**src/rtl/pdu_pkg.sv**
```systemverilog
`default_nettype none
// ============================================================================
//  pdu_pkg
//  Shared defaults and types for the PDU patch-list builder.
//  Revision: 1.0  initial release
// ============================================================================
package pdu_pkg;

    localparam int NUM_PCH   = 16;
    localparam int NUM_LQ    = 8;
    localparam int OPCODE_BW = 4;

    // Opcode carried by any patch slot that holds no request.
    localparam logic [OPCODE_BW-1:0] INVALID_OPCODE = 4'hF;

    typedef enum logic [0:0] {
        ACCUM = 1'b0,
        OUT   = 1'b1
    } pdu_state_e;

endpackage : pdu_pkg
`default_nettype wire

```
**src/rtl/pdu_pchlist_builder_if.sv**
```systemverilog
`default_nettype none
// ============================================================================
//  pdu_pchlist_builder_if
//  Request stream, LQ list inputs and per-patch batch outputs of the builder.
//  Revision: 1.0  initial release
// ============================================================================
interface pdu_pchlist_builder_if #(
    parameter int NUM_PCH   = pdu_pkg::NUM_PCH,
    parameter int NUM_LQ    = pdu_pkg::NUM_LQ,
    parameter int NUM_RD    = 2,
    parameter int OPCODE_BW = pdu_pkg::OPCODE_BW
);
    localparam int PCHADDR_BW = $clog2(NUM_PCH);
    localparam int LQADDR_BW  = $clog2(NUM_LQ);

    logic                            in_valid;
    logic                            in_ready;
    logic                            in_last;
    logic [LQADDR_BW-1:0]            in_lqidx;
    logic [NUM_RD-1:0]               in_rd_en;
    logic [NUM_RD*PCHADDR_BW-1:0]    in_rd_pchidx;
    logic [NUM_LQ*2-1:0]             lpplist_reg;
    logic [NUM_LQ*OPCODE_BW-1:0]     oplist_reg;
    logic [NUM_LQ*LQADDR_BW-1:0]     mreglist_reg;
    logic                            out_valid;
    logic                            out_ready;
    logic [NUM_PCH-1:0]              pch_list;
    logic [NUM_PCH*2-1:0]            pchpp_list;
    logic [NUM_PCH*OPCODE_BW-1:0]    pchop_list;
    logic [NUM_PCH*LQADDR_BW-1:0]    pchmreg_list;
    logic                            out_conflict;
    logic                            out_err;

    modport master (
        output in_valid, in_last, in_lqidx, in_rd_en, in_rd_pchidx,
               lpplist_reg, oplist_reg, mreglist_reg, out_ready,
        input  in_ready, out_valid, pch_list, pchpp_list, pchop_list,
               pchmreg_list, out_conflict, out_err
    );

    modport slave (
        input  in_valid, in_last, in_lqidx, in_rd_en, in_rd_pchidx,
               lpplist_reg, oplist_reg, mreglist_reg, out_ready,
        output in_ready, out_valid, pch_list, pchpp_list, pchop_list,
               pchmreg_list, out_conflict, out_err
    );

endinterface : pdu_pchlist_builder_if
`default_nettype wire

```
**src/rtl/pdu_pch_slot.sv**
```systemverilog
`default_nettype none
// ============================================================================
//  pdu_pch_slot
//  One patch entry: used bit, Pauli product, opcode and measurement register.
//  Revision: 1.0  initial release
// ============================================================================
module pdu_pch_slot
    import pdu_pkg::*;
#(
    parameter int OPCODE_BW = pdu_pkg::OPCODE_BW,
    parameter int LQADDR_BW = 3
) (
    input  wire logic                 clk,
    input  wire logic                 rst,
    input  wire logic                 i_we,
    input  wire logic                 i_clr,
    input  wire logic [1:0]           i_pp,
    input  wire logic [OPCODE_BW-1:0] i_op,
    input  wire logic [LQADDR_BW-1:0] i_mreg,
    output logic                      o_bit,
    output logic [1:0]                o_pp,
    output logic [OPCODE_BW-1:0]      o_op,
    output logic [LQADDR_BW-1:0]      o_mreg
);
    localparam logic [OPCODE_BW-1:0] c_invalid_op = OPCODE_BW'(INVALID_OPCODE);

    logic                 r_bit;
    logic [1:0]           r_pp;
    logic [OPCODE_BW-1:0] r_op;
    logic [LQADDR_BW-1:0] r_mreg;

    always_ff @(posedge clk or posedge rst) begin
        if (rst) begin
            r_bit  <= 1'b0;
            r_pp   <= '0;
            r_op   <= c_invalid_op;
            r_mreg <= '0;
        end else if (i_clr) begin
            r_bit  <= 1'b0;
            r_pp   <= '0;
            r_op   <= c_invalid_op;
            r_mreg <= '0;
        end else if (i_we) begin
            r_bit  <= 1'b1;
            r_pp   <= i_pp;
            r_op   <= i_op;
            r_mreg <= i_mreg;
        end
    end

    assign o_bit  = r_bit;
    assign o_pp   = r_pp;
    assign o_op   = r_op;
    assign o_mreg = r_mreg;

endmodule : pdu_pch_slot
`default_nettype wire

```
**src/rtl/pdu_pchlist_builder.sv**
```systemverilog
`default_nettype none
// ============================================================================
//  pdu_pchlist_builder
//  Accumulates per-patch lists over a batch of LQ requests, then hands the
//  batch downstream. Build option: PDU_CONFLICT_CHK_EN (first writer wins).
//  Revision: 1.0  initial release
// ============================================================================
module pdu_pchlist_builder
    import pdu_pkg::*;
#(
    parameter int NUM_PCH   = pdu_pkg::NUM_PCH,
    parameter int NUM_LQ    = pdu_pkg::NUM_LQ,
    parameter int NUM_RD    = 2,
    parameter int OPCODE_BW = pdu_pkg::OPCODE_BW
) (
    input  wire logic             clk,
    input  wire logic             rst,
    pdu_pchlist_builder_if.slave  bus
);
    localparam int PCHADDR_BW = $clog2(NUM_PCH);
    localparam int LQADDR_BW  = $clog2(NUM_LQ);

    pdu_state_e                   r_state;
    logic                         r_err;
    logic                         w_in_ready;
    logic                         w_accept;
    logic                         w_consume;
    logic                         w_lq_ok;
    logic [LQADDR_BW-1:0]         w_lq_sel;
    logic [1:0]                   w_pp;
    logic [OPCODE_BW-1:0]         w_op;
    logic [LQADDR_BW-1:0]         w_mreg;
    logic [NUM_PCH-1:0]           w_hit;
    logic [NUM_PCH-1:0]           w_we;
    logic [NUM_PCH-1:0]           w_pch_list;
    logic [NUM_PCH*2-1:0]         w_pchpp_list;
    logic [NUM_PCH*OPCODE_BW-1:0] w_pchop_list;
    logic [NUM_PCH*LQADDR_BW-1:0] w_pchmreg_list;

    assign w_in_ready = (r_state == ACCUM) & ~rst;
    assign w_accept   = bus.in_valid & w_in_ready;
    assign w_consume  = (r_state == OUT) & bus.out_ready;

    // Out-of-range LQ indices fall back to entry 0 so the mux never reads past the lists.
    assign w_lq_ok  = int'(bus.in_lqidx) < NUM_LQ;
    assign w_lq_sel = w_lq_ok ? bus.in_lqidx : '0;
    assign w_pp     = bus.lpplist_reg[2*w_lq_sel +: 2];
    assign w_op     = bus.oplist_reg[OPCODE_BW*w_lq_sel +: OPCODE_BW];
    assign w_mreg   = bus.mreglist_reg[LQADDR_BW*w_lq_sel +: LQADDR_BW];

    always_comb begin
        w_hit = '0;
        for (int k = 0; k < NUM_RD; k++) begin
            if (w_accept && w_lq_ok && bus.in_rd_en[k] &&
                int'(bus.in_rd_pchidx[k*PCHADDR_BW +: PCHADDR_BW]) < NUM_PCH) begin
                w_hit[bus.in_rd_pchidx[k*PCHADDR_BW +: PCHADDR_BW]] = 1'b1;
            end
        end
    end

`ifdef PDU_CONFLICT_CHK_EN
    // A slot already set in this batch belongs to an earlier request and is kept.
    logic r_conflict;
    logic w_conflict;
    assign w_we       = w_hit & ~w_pch_list;
    assign w_conflict = |(w_hit & w_pch_list);
    assign bus.out_conflict = r_conflict;
`else
    assign w_we = w_hit;
    assign bus.out_conflict = 1'b0;
`endif

    always_ff @(posedge clk or posedge rst) begin
        if (rst) begin
            r_state <= ACCUM;
            r_err   <= 1'b0;
`ifdef PDU_CONFLICT_CHK_EN
            r_conflict <= 1'b0;
`endif
        end else begin
            case (r_state)
                ACCUM: begin
                    if (w_accept) begin
                        if (!w_lq_ok)
                            r_err <= 1'b1;
`ifdef PDU_CONFLICT_CHK_EN
                        if (w_conflict)
                            r_conflict <= 1'b1;
`endif
                        if (bus.in_last)
                            r_state <= OUT;
                    end
                end
                OUT: begin
                    if (bus.out_ready) begin
                        r_state <= ACCUM;
                        r_err   <= 1'b0;
`ifdef PDU_CONFLICT_CHK_EN
                        r_conflict <= 1'b0;
`endif
                    end
                end
                default: r_state <= ACCUM;
            endcase
        end
    end

    generate
        for (genvar p = 0; p < NUM_PCH; p++) begin : g_slot
            pdu_pch_slot #(
                .OPCODE_BW (OPCODE_BW),
                .LQADDR_BW (LQADDR_BW)
            ) u_slot (
                .clk    (clk),
                .rst    (rst),
                .i_we   (w_we[p]),
                .i_clr  (w_consume),
                .i_pp   (w_pp),
                .i_op   (w_op),
                .i_mreg (w_mreg),
                .o_bit  (w_pch_list[p]),
                .o_pp   (w_pchpp_list[2*p +: 2]),
                .o_op   (w_pchop_list[OPCODE_BW*p +: OPCODE_BW]),
                .o_mreg (w_pchmreg_list[LQADDR_BW*p +: LQADDR_BW])
            );
        end
    endgenerate

    assign bus.in_ready     = w_in_ready;
    assign bus.out_valid    = (r_state == OUT);
    assign bus.out_err      = r_err;
    assign bus.pch_list     = w_pch_list;
    assign bus.pchpp_list   = w_pchpp_list;
    assign bus.pchop_list   = w_pchop_list;
    assign bus.pchmreg_list = w_pchmreg_list;

endmodule : pdu_pchlist_builder
`default_nettype wire

```
**src/flat_wrapper.sv**
```systemverilog
// flat-port wrapper written by rule: the top's interface ports become plain ports
module pdu_pchlist_builder_flat import pdu_pkg::*;
#(
    parameter int NUM_PCH   = pdu_pkg::NUM_PCH,
    parameter int NUM_LQ    = pdu_pkg::NUM_LQ,
    parameter int NUM_RD    = 2,
    parameter int OPCODE_BW = pdu_pkg::OPCODE_BW
)
  (clk, rst, bus_in_valid, bus_in_last, bus_in_lqidx, bus_in_rd_en, bus_in_rd_pchidx, bus_lpplist_reg, bus_oplist_reg, bus_mreglist_reg, bus_out_ready, bus_in_ready, bus_out_valid, bus_pch_list, bus_pchpp_list, bus_pchop_list, bus_pchmreg_list, bus_out_conflict, bus_out_err);
  pdu_pchlist_builder_if #(.NUM_PCH(NUM_PCH), .NUM_LQ(NUM_LQ), .NUM_RD(NUM_RD), .OPCODE_BW(OPCODE_BW)) bus_i ();
  input  wire logic clk;
  input  wire logic rst;
  input wire logic [$bits(bus_i.in_valid)-1:0] bus_in_valid;
  input wire logic [$bits(bus_i.in_last)-1:0] bus_in_last;
  input wire logic [$bits(bus_i.in_lqidx)-1:0] bus_in_lqidx;
  input wire logic [$bits(bus_i.in_rd_en)-1:0] bus_in_rd_en;
  input wire logic [$bits(bus_i.in_rd_pchidx)-1:0] bus_in_rd_pchidx;
  input wire logic [$bits(bus_i.lpplist_reg)-1:0] bus_lpplist_reg;
  input wire logic [$bits(bus_i.oplist_reg)-1:0] bus_oplist_reg;
  input wire logic [$bits(bus_i.mreglist_reg)-1:0] bus_mreglist_reg;
  input wire logic [$bits(bus_i.out_ready)-1:0] bus_out_ready;
  output wire logic [$bits(bus_i.in_ready)-1:0] bus_in_ready;
  output wire logic [$bits(bus_i.out_valid)-1:0] bus_out_valid;
  output wire logic [$bits(bus_i.pch_list)-1:0] bus_pch_list;
  output wire logic [$bits(bus_i.pchpp_list)-1:0] bus_pchpp_list;
  output wire logic [$bits(bus_i.pchop_list)-1:0] bus_pchop_list;
  output wire logic [$bits(bus_i.pchmreg_list)-1:0] bus_pchmreg_list;
  output wire logic [$bits(bus_i.out_conflict)-1:0] bus_out_conflict;
  output wire logic [$bits(bus_i.out_err)-1:0] bus_out_err;
  assign bus_i.in_valid = bus_in_valid;
  assign bus_i.in_last = bus_in_last;
  assign bus_i.in_lqidx = bus_in_lqidx;
  assign bus_i.in_rd_en = bus_in_rd_en;
  assign bus_i.in_rd_pchidx = bus_in_rd_pchidx;
  assign bus_i.lpplist_reg = bus_lpplist_reg;
  assign bus_i.oplist_reg = bus_oplist_reg;
  assign bus_i.mreglist_reg = bus_mreglist_reg;
  assign bus_i.out_ready = bus_out_ready;
  assign bus_in_ready = bus_i.in_ready;
  assign bus_out_valid = bus_i.out_valid;
  assign bus_pch_list = bus_i.pch_list;
  assign bus_pchpp_list = bus_i.pchpp_list;
  assign bus_pchop_list = bus_i.pchop_list;
  assign bus_pchmreg_list = bus_i.pchmreg_list;
  assign bus_out_conflict = bus_i.out_conflict;
  assign bus_out_err = bus_i.out_err;
  pdu_pchlist_builder #(.NUM_PCH(NUM_PCH), .NUM_LQ(NUM_LQ), .NUM_RD(NUM_RD), .OPCODE_BW(OPCODE_BW)) u_core (.clk(clk), .rst(rst), .bus(bus_i));
endmodule
```
**config.mk**
```make
export PLATFORM = sky130hd
export DESIGN_NAME = pdu_pchlist_builder_flat
export DESIGN_NICKNAME = d
export VERILOG_FILES = /design/src/rtl/pdu_pkg.sv /design/src/rtl/pdu_pchlist_builder_if.sv /design/src/rtl/pdu_pch_slot.sv /design/src/rtl/pdu_pchlist_builder.sv /design/src/flat_wrapper.sv
export SDC_FILE = /design/constraint.sdc
export NUM_CORES = 1
export LEC_CHECK = 0
export ABC_AREA = 1
export BUFFER_PORTS_ARGS = -buffer_cell sky130_fd_sc_hd__buf_4
export CORE_AREA = 4 4 164 166
export DETAILED_ROUTE_END_ITERATION = 8
export DIE_AREA = 0 0 168 170
export GPL_TIMING_DRIVEN = 1
export PLACE_DENSITY = 0.66
export SKIP_CTS_REPAIR_TIMING = 1
export SLEW_MARGIN = 20
export SYNTH_ARGS = -nofsm -noshare
export SYNTH_HDL_FRONTEND = slang
export SYNTH_SLANG_ARGS = --single-unit
```
**constraint.sdc**
```tcl
create_clock -name clk -period 4 [get_ports clk]
set_input_delay 0.2 -clock clk [delete_from_list [all_inputs] [get_ports clk]]
set_output_delay 0.2 -clock clk [all_outputs]
set_load 0.01 [all_outputs]
```
==> run summary <==
Fin. Hold Viols - 0
final setup vio count - 0
crit-path cells - nand2_8, buf_4, nand3_1, nand2_1, nand2_1
maxcap violations - 0
share of post-route cells with drive strength above 1 - 31.4%
Max Clk Rate - 408 MHz
Buf+Inv Stages, Crit Path - 1
Placed Cells - 1563
hold path depth - 3
NumNets Final - 1339
total track usage - 19.4%
Register-to-Register Path Depth - 5
CTS Buf Count - 17
Yosys warning count - 0
antenna viol nets, final - 0
Port-buffer cells - 251
Die Area - 28600 um2
Worst Hold Endpoint - u_core.bus.out_valid
Hold Crit Start - bus_in_last
die width - 168 um
RR Endpoint - u_core.g_slot[13].u_slot.o_op[2]
Power Density - 475 nW/um2
slowest stage cell, crit path - buf_4
R2R Path Start - u_core.bus.out_valid
FF-to-FF setup slack - 1.55 ns
largest net degree at the start of global routing - 140
Via density - 4.98
Syn-to-layout area delta - 28.7%
leak pwr - 6.18 nW
Max H-tree Level - 4
routed wire length - 28400 um
Critical Path Fanout Max - 139
gpl congestion - 0.829
RSZ-0062 raised after global routing - no
# IOs - 254
diode count - 0
post-synthesis cell area - 8520 um2
Routed WL per cell - 17.8 um
sequential area share after synthesis - 48.2%
CP startpoint kind - flip-flop
Vert. Die Dim - 170 um
synthesis-stage register bit count - 161
Clock Sinks - 161
total grt overflow - 0
worst skew pair latency - 0.43 ns
fin crit share - 61.3%
Distinct cells, synth - 28
status - finished clean
Hold WC Path Type - input port to flip-flop
CTS tree - done
relative slew slack - 42.7%
min Tclk post-route - 2.45 ns
leading cell type in the layout, fill and taps excluded - nand2_1
initial antenna violation count - 0
placeable core area - 25600 um2
CP endpoint kind - flip-flop
global-route wire length before repair - 43700 um
drt drc - 0
Worst Path Required - 4.35 ns
initial core utilization - 33.3%
most frequent cells in the layout - 353 x nand2_1, 254 x buf_4, 194 x nand3_1, 97 x dfrtp_1, 85 x inv_1
Clk pin slew, worst setup/hold paths - 0.06 ns
CTS root buffer - clkbuf_16
Cell Rows - 59
worst-margin pin slew - 0.860 ns
DR iter-0 viols - 646
family with the most delay on the worst path - simple AND/OR/NAND/NOR gates
vias in the first global route - 7592
setup TNS - 0 ns
TritonRoute pass-1 iters - 5
most used cell along the critical path - nand2_1
Longest Clk Path Bufs - 2
syn_area_per_cell - 8.05 um2
max incr delay on CP - 0.72 ns
CP Class - flip-flop to flip-flop
Max IR drop VDD - 0.000248 V
final design utilization - 42.8%
Post-Syn Instances - 1059
CP Data Arrival Time - 2.80 ns
DP Wirelength - 19800 um
DR vias - 7951
Max Transition Viols Final - 0
clk_skew - 0.00918 ns
Post-Layout Cell Count - 1597
==> synth_stat cells <==
library cell	n	area, um2
clkinv_1	1	3.75
nand3_1	194	971
dfstp_2	64	1680
o21bai_1	9	67.6
nand2_1	353	1330
buf_4	27	203
nor2_4	1	11.3
dfrtp_1	97	2430
o211ai_2	5	62.6
nand4_1	81	507
buf_6	14	158
inv_2	2	7.51
buf_1	10	37.5
clkbuf_1	9	33.8
nand3_4	7	123
nor2_1	32	120
nand2_2	6	37.5
buf_12	1	20.0
nor3_1	1	5.00
buf_2	26	130
inv_4	2	12.5
nand2_4	5	56.3
a21oi_2	7	61.3
o21ai_0	8	40.0
inv_1	86	323
o21ai_2	5	43.8
nand3_2	5	50.1
conb_1	1	3.75
==> cell type report <==
| cell class | count | area, um2 |
|---|---|---|
| Clock inverter | 12 | 181 |
| Clock buffer | 20 | 457 |
| Fill cell | 2562 | 14700 |
| Tap cell | 335 | 419 |
| Inverter | 91 | 350 |
| Sequential cell | 161 | 4110 |
| Multi-Input combinational cell | 721 | 3500 |
| Timing Repair Buffer | 257 | 1950 |
==> worst register-to-register path: cells and delay by family (launching register included) <==
| kind | cells | cell delay [ns] |
|---|---|---|
| AND/OR/NAND/NOR | 4 | 1.14 |
| flip-flops | 1 | 0.48 |
| buffers and inverters | 1 | 0.75 |
==> metal layers <==
layer	vias to the layer above	track usage [%]	part of all wire, %
li1	3832	-	-
met1	3786	26.9	45
met2	290	30.8	47
met3	43	4.76	5.9
met4	0	4.87	2.1
met5	-	0	0
==> flip-flops by register name, summed over array words and instances, names as in the netlist <==
name,flops
u_core.g_slot.u_slot.o_bit,16
u_core.bus.out_valid,1
u_core.g_slot.u_slot.o_op,64
u_core.g_slot.u_slot.o_mreg,48
u_core.g_slot.u_slot.o_pp,32
==> worst max path at each step <==
stage                               from                               end  cells past startpoint
floorplan                            rst              u_core.bus.out_valid                      1
global placement    u_core.bus.out_valid  u_core.g_slot[11].u_slot.o_op[2]                      5
detailed placement  u_core.bus.out_valid  u_core.g_slot[13].u_slot.o_op[1]                      5
CTS                 u_core.bus.out_valid  u_core.g_slot[13].u_slot.o_op[2]                      5
global route        u_core.bus.out_valid   u_core.g_slot[8].u_slot.o_op[2]                      5
finish              u_core.bus.out_valid  u_core.g_slot[13].u_slot.o_op[2]                      5
==> power breakdown <==
group          switching, W  leakage, nW  internal [W]
Clock              0.000687        0.299       0.00108
Sequential         0.000192         2.01       0.00203
Combinational      0.000663         3.88      0.000560
==> per-stage QoR <==
| step | setup slack [ns] | total power, W | instance area, um2 | hold WS [ns] |
|---|---|---|---|---|
| 3_5_place_dp | 1.60 | 0.00348 | 10300 | 0.375 |
| 2_1_floorplan | 1.81 | 0.00283 | 8530 | 0.296 |
| 5_1_grt | 1.35 | 0.00547 | 11000 | 0.0787 |
| 6_report | 1.55 | 0.00521 | 11000 | 0.0525 |
| 4_1_cts | 1.56 | 0.00526 | 10900 | -0.0853 |
| 3_3_place_gp | 1.65 | 0.00346 | 10300 | 0.368 |
==> cells by family after synthesis <==
kind of cell,share of synthesized area (%)
other cells,0.0440
compound gates,3.23
buf+inv,10.9
simple gates,37.6
flops,48.2
Power figures use the tool's default switching activity.
